## src/rtl/lut_neuron_loader_if.sv

```systemverilog
// rtl/lut_neuron_loader_if.sv - config, lookup and result handshakes of the LUT neuron loader
interface lut_neuron_loader_if #(
    parameter int IN_BITS   = 8,
    parameter int OUT_BITS  = 1,
    parameter int CFG_WIDTH = 8
);
    localparam int NWORDS = ((1 << IN_BITS) * OUT_BITS) / CFG_WIDTH;
    localparam int CW     = $clog2(NWORDS) + 1;

    logic                 cfg_start;
    logic                 cfg_valid;
    logic [CFG_WIDTH-1:0] cfg_data;
    logic                 cfg_ready;
    logic [CW-1:0]        cfg_count;
    logic                 loaded;
    logic                 lk_valid;
    logic [IN_BITS-1:0]   lk_addr;
    logic                 lk_ready;
    logic                 res_valid;
    logic [OUT_BITS-1:0]  res_data;
    logic                 res_ready;

    // Config source / lookup client side
    modport master (
        output cfg_start, cfg_valid, cfg_data, lk_valid, lk_addr, res_ready,
        input  cfg_ready, cfg_count, loaded, lk_ready, res_valid, res_data
    );

    // Neuron table side
    modport slave (
        input  cfg_start, cfg_valid, cfg_data, lk_valid, lk_addr, res_ready,
        output cfg_ready, cfg_count, loaded, lk_ready, res_valid, res_data
    );
endinterface

```

## src/rtl/lut_neuron_loader.sv

```systemverilog
// rtl/lut_neuron_loader.sv - runtime-loadable LUT neuron truth table with handshaked lookups
module lut_neuron_loader #(
    parameter int IN_BITS   = 8,
    parameter int OUT_BITS  = 1,
    parameter int CFG_WIDTH = 8
) (
    input  logic              clk,
    input  logic              rst_n,
    lut_neuron_loader_if.slave bus
);
    localparam int NENT   = 1 << IN_BITS;
    localparam int NBITS  = NENT * OUT_BITS;
    localparam int NWORDS = NBITS / CFG_WIDTH;
    localparam int CW     = $clog2(NWORDS) + 1;

    typedef enum logic [1:0] {EMPTY, LOAD, READY} state_t;

    state_t              state_q;
    logic [CW-1:0]       cfg_count_q;
    logic                loaded_q;
    logic                res_valid_q;
    logic [OUT_BITS-1:0] res_data_q;
    logic [NBITS-1:0]    table_q;
    logic [OUT_BITS-1:0] entry [NENT];

    logic cfg_ready;
    logic lk_ready;
    logic cfg_fire;
    logic lk_fire;

    // Ready terms come only from state, cfg_start and the result handshake
    always_comb begin
        cfg_ready = (state_q == LOAD) && !bus.cfg_start;
        lk_ready  = (state_q == READY) && !bus.cfg_start && (!res_valid_q || bus.res_ready);
        cfg_fire  = cfg_ready && bus.cfg_valid;
        lk_fire   = lk_ready && bus.lk_valid;
    end

    // Slice the flat table into entries so lookups index an array directly
    always_comb begin
        for (int e = 0; e < NENT; e++) begin
            entry[e] = table_q[e*OUT_BITS +: OUT_BITS];
        end
    end

    // Table storage is never cleared; an accepted word lands at its word slot
    always_ff @(posedge clk) begin
        for (int w = 0; w < NWORDS; w++) begin
            if (rst_n && cfg_fire && cfg_count_q == CW'(w)) begin
                table_q[w*CFG_WIDTH +: CFG_WIDTH] <= bus.cfg_data;
            end
        end
    end

    // Load FSM plus the single-entry result register
    always_ff @(posedge clk) begin
        if (!rst_n) begin
            state_q     <= EMPTY;
            cfg_count_q <= '0;
            loaded_q    <= 1'b0;
            res_valid_q <= 1'b0;
            res_data_q  <= '0;
        end else begin
            // A pending result survives a reload; only a consume or a new accept moves it
            if (lk_fire) begin
                res_valid_q <= 1'b1;
                res_data_q  <= entry[bus.lk_addr];
            end else if (bus.res_ready) begin
                res_valid_q <= 1'b0;
            end

            case (state_q)
                EMPTY: begin
                    if (bus.cfg_start) begin
                        state_q     <= LOAD;
                        cfg_count_q <= '0;
                    end
                end
                LOAD: begin
                    if (bus.cfg_start) begin
                        cfg_count_q <= '0;
                    end else if (cfg_fire) begin
                        cfg_count_q <= cfg_count_q + CW'(1);
                        if (cfg_count_q == CW'(NWORDS - 1)) begin
                            state_q  <= READY;
                            loaded_q <= 1'b1;
                        end
                    end
                end
                READY: begin
                    if (bus.cfg_start) begin
                        state_q     <= LOAD;
                        loaded_q    <= 1'b0;
                        cfg_count_q <= '0;
                    end
                end
                default: state_q <= EMPTY;
            endcase
        end
    end

    assign bus.cfg_ready = cfg_ready;
    assign bus.lk_ready  = lk_ready;
    assign bus.cfg_count = cfg_count_q;
    assign bus.loaded    = loaded_q;
    assign bus.res_valid = res_valid_q;
    assign bus.res_data  = res_data_q;
endmodule

```

## src/flat_wrapper.sv

```systemverilog
// flat-port wrapper written by rule: the top's interface ports become plain ports
module lut_neuron_loader_flat 
#(
    parameter int IN_BITS   = 8,
    parameter int OUT_BITS  = 1,
    parameter int CFG_WIDTH = 8
)
  (clk, rst_n, bus_cfg_start, bus_cfg_valid, bus_cfg_data, bus_lk_valid, bus_lk_addr, bus_res_ready, bus_cfg_ready, bus_cfg_count, bus_loaded, bus_lk_ready, bus_res_valid, bus_res_data);
  lut_neuron_loader_if #(.IN_BITS(IN_BITS), .OUT_BITS(OUT_BITS), .CFG_WIDTH(CFG_WIDTH)) bus_i ();
  input  logic clk;
  input  logic rst_n;
  input wire logic [$bits(bus_i.cfg_start)-1:0] bus_cfg_start;
  input wire logic [$bits(bus_i.cfg_valid)-1:0] bus_cfg_valid;
  input wire logic [$bits(bus_i.cfg_data)-1:0] bus_cfg_data;
  input wire logic [$bits(bus_i.lk_valid)-1:0] bus_lk_valid;
  input wire logic [$bits(bus_i.lk_addr)-1:0] bus_lk_addr;
  input wire logic [$bits(bus_i.res_ready)-1:0] bus_res_ready;
  output wire logic [$bits(bus_i.cfg_ready)-1:0] bus_cfg_ready;
  output wire logic [$bits(bus_i.cfg_count)-1:0] bus_cfg_count;
  output wire logic [$bits(bus_i.loaded)-1:0] bus_loaded;
  output wire logic [$bits(bus_i.lk_ready)-1:0] bus_lk_ready;
  output wire logic [$bits(bus_i.res_valid)-1:0] bus_res_valid;
  output wire logic [$bits(bus_i.res_data)-1:0] bus_res_data;
  assign bus_i.cfg_start = bus_cfg_start;
  assign bus_i.cfg_valid = bus_cfg_valid;
  assign bus_i.cfg_data = bus_cfg_data;
  assign bus_i.lk_valid = bus_lk_valid;
  assign bus_i.lk_addr = bus_lk_addr;
  assign bus_i.res_ready = bus_res_ready;
  assign bus_cfg_ready = bus_i.cfg_ready;
  assign bus_cfg_count = bus_i.cfg_count;
  assign bus_loaded = bus_i.loaded;
  assign bus_lk_ready = bus_i.lk_ready;
  assign bus_res_valid = bus_i.res_valid;
  assign bus_res_data = bus_i.res_data;
  lut_neuron_loader #(.IN_BITS(IN_BITS), .OUT_BITS(OUT_BITS), .CFG_WIDTH(CFG_WIDTH)) u_core (.clk(clk), .rst_n(rst_n), .bus(bus_i));
endmodule
```

## config.mk

```make
export PLATFORM = sky130hd
export DESIGN_NAME = lut_neuron_loader_flat
export DESIGN_NICKNAME = d
export VERILOG_FILES = /design/src/rtl/lut_neuron_loader_if.sv /design/src/rtl/lut_neuron_loader.sv /design/src/flat_wrapper.sv
export SDC_FILE = /design/constraint.sdc
export NUM_CORES = 1
export LEC_CHECK = 0
export CORE_ASPECT_RATIO = 1.4
export CORE_MARGIN = 5
export CORE_UTILIZATION = 60
export DETAILED_ROUTE_END_ITERATION = 6
export PLACE_DENSITY = 0.82
export REMOVE_ABC_BUFFERS = 1
export SYNTH_ARGS = -nofsm -noshare
export SYNTH_HDL_FRONTEND = slang
export SYNTH_SLANG_ARGS = --single-unit
```

## constraint.sdc

```tcl
create_clock -name clk -period 2.35 [get_ports clk]
set_input_delay 0.235 -clock clk [delete_from_list [all_inputs] [get_ports clk]]
set_output_delay 0.235 -clock clk [all_outputs]
set_load 0.02 [all_outputs]
```

==> reports/metrics.cfg <==
[global_route]
antenna_found_initial=0
grt_pass1_vias=6413
grt_start_max_net_pins=33
grt_pass1_wl_um=38440
overflow=0
grt_use_total_pct=25.37

[setup_path]
crit_arrival_ns=2.44
end_kind=flip-flop
slowest_stage=dfxtp_1
required_ns=2.58
path_class=flip-flop to flip-flop
critPathLaunchType=flip-flop
reg2reg_slack_ns=0.14
path_max_fanout=8
worst_path_largest_cell_delay_ns=0.44
cp_num_buf_inv=3
crit_chain=inv_1 > nor2_1 > nand2_1 > nor4_2 > buf_4 > nand2_1 > nor2_1 > buf_4
critPathTopFamily=simple AND/OR/NAND/NOR gates

[detailed_routing]
route.detailed.drc=0
viasPerCell=6.472
dr.pass1.iters=5
drt_wl_total_um=25220
wire_per_inst_um=26.89
ant_nets=0
num_vias=6071
drt_iter0_drc=643

[die]
die_h_um=168.6
die_w_um=123.3
coreArea_mm2=0.01785
dieArea_mm2=0.02080
std_cell_rows=58
io_pins=33
start_util_pct=60.42

[logic_synthesis]
synth.avg_cell_area_um2=18.73
synthArstFlopShare_pct=0
yosys.area.top_type_share_pct=71.27
synth_warnings=0
synthFlopType=edfxtp_1
synth_edf_count=256
synth_top_cell_by_area=edfxtp_1
seq_area_frac_synth_pct=73.31
synthDistinctLibCells=57
synthesis.area_mm2=0.01079
synthCells=576
ys_ff_latch=267
synth_area_leaders=edfxtp_1 71%, mux4_2 8.8%, mux4_1 2.9%

[timing]
finalCritPeriodShare_pct=93.88
finalCriticalPeriod_ns=2.206
maxSlewViolCount=0
tightest_slew_ns=0.4833
max_freq_mhz=453.3
fin_skew_ns=0.01458
hold_viol_final=0
grt_setup_unrepaired=false
setup_viol_count_final=0
max_slew_margin_pct=66.95
whs_ns=0.3698

[cts]
post_cts_resized=0
post-cts-setup-buffers=0
numClockSinks=267
clockBufferDepth=3
cts_tree=yes
ctsHoldBuffers=0
root_buffer=clkbuf_16
cts_htree_levels=1
numCtsBuffers=24
worstSkewPairLatency_ns=0.52
path_clk_slew_ns=0.06

[placement]
port_buffers=32
hpwl_um=14840
gp_congestion=0.8519
place_inst=895

[pwr]
power_leakage_nw=4.256
power_density_mw_per_mm2=797.8
peakVddDrop_uv=751.5

[run]
cap_viol_max_count=0

[cells_and_area]
layout-drive-gt1-share_pct=23.64
area_delta_synth_final_pct=17.64
n_antenna_cell=0
final_nets=707
final_cell_count_no_fill=938

[outcome]
status=finished, final reports clean

[min_path]
holdCritPathClass=input pin to flip-flop

## per-stage QoR
step	cell area [µm²]	setup slack, ns	power [mW]	TNS (ns)	utilization (%)
after CTS	12680	0.1249	10.16	0	71.02
after global routing	12690	0.01137	10.40	0	71.08
after detailed placement	11790	-0.03619	5.849	-0.03619	66.04
after floorplan	10580	0.3850	5.523	0	-
final	12690	0.1437	10.12	0	71.08
after global placement	11790	-0.04402	5.835	-0.04402	66.04
## layer usage
layer,track usage (%),routed length (µm),vias up
li1,-,-,2558
met1,33.15,9268,3089
met2,43.23,13180,355
met3,3.610,1781,69
met4,9.880,990,0
met5,0,0,-
## synth_stat cells, drive strengths merged (7+ instances only)
cell type / instances
edfxtp: 256
buf: 20
clkbuf: 7
mux2i: 29
nand2: 26
o21ai: 10
nor2: 45
dfxtp: 11
nand3: 11
inv: 8
o22ai: 9
mux4: 54
a21oi: 12
## worst paths after layout
kind / from / endpoint / cells after the start
worst min register to register: u_core.bus.res_valid / u_core.bus.res_valid / 2
worst max-delay path: u_core.state_q[0] / u_core.table_q[11] / 8
worst max register to register: u_core.state_q[0] / u_core.table_q[11] / 8
worst min-delay path: bus_lk_valid / u_core.bus.res_valid / 3
## power by group
group | total [mW] | internal (mW) | switching (mW)
Sequential | 5.22 | 5.21 | 0.00795
Clock | 4.36 | 2.71 | 1.66
Combinational | 0.541 | 0.225 | 0.315
## cell families after synthesis
group	synth area share, %
buffers and inverters	2.192
AND/OR/NAND/NOR	5.290
AO/OA/AOI/OAI	3.642
XOR/XNOR	0.4061
adder cells (fa/ha/maj)	0.4640
multiplexers	14.70
flip-flops	73.31
## layout by cell type (no fill, tap or decap), types with 6 or more instances in the layout
cell type / instances
nand3_1: 11
mux4_1: 12
nor2_1: 45
bufinv_16: 7
inv_1: 8
mux2i_1: 29
mux4_2: 42
a21oi_1: 12
dfxtp_1: 11
edfxtp_1: 256
clkbuf_16: 25
o21ai_0: 9
nor2b_1: 6
and3_1: 6
o22ai_1: 8
clkdlybuf4s50_1: 30
buf_4: 72
nand2_1: 25
## layout make-up
cell class | count | area (µm²)
tap | 240 | 300.3
multi-input combinational | 273 | 2654
sequential | 267 | 7908
inverter | 9 | 33.78
timing repair buffer | 106 | 905.9
clock inverter | 16 | 255.2
fill | 1074 | 5162
clock buffer | 27 | 633.1
## worst min-delay path: cells and delay by family
| kind | cells | cell delay, ns |
|---|---|---|
| buffers and inverters | 1 | 0.44 |
| and+or+nand+nor | 1 | 0.09 |
| AOI/OAI and AO/OA | 1 | 0.08 |
## registers in the layout, summed over array words and instances (netlist names)
| name | count |
|---|---|
| u_core.table_q | 256 |
| u_core.bus.loaded | 1 |
| u_core.bus.cfg_count | 6 |
| u_core.bus.res_valid | 1 |
| u_core.bus.res_data | 1 |
| u_core.state_q | 2 |
No activity file was read; power rests on OpenSTA's default activity.
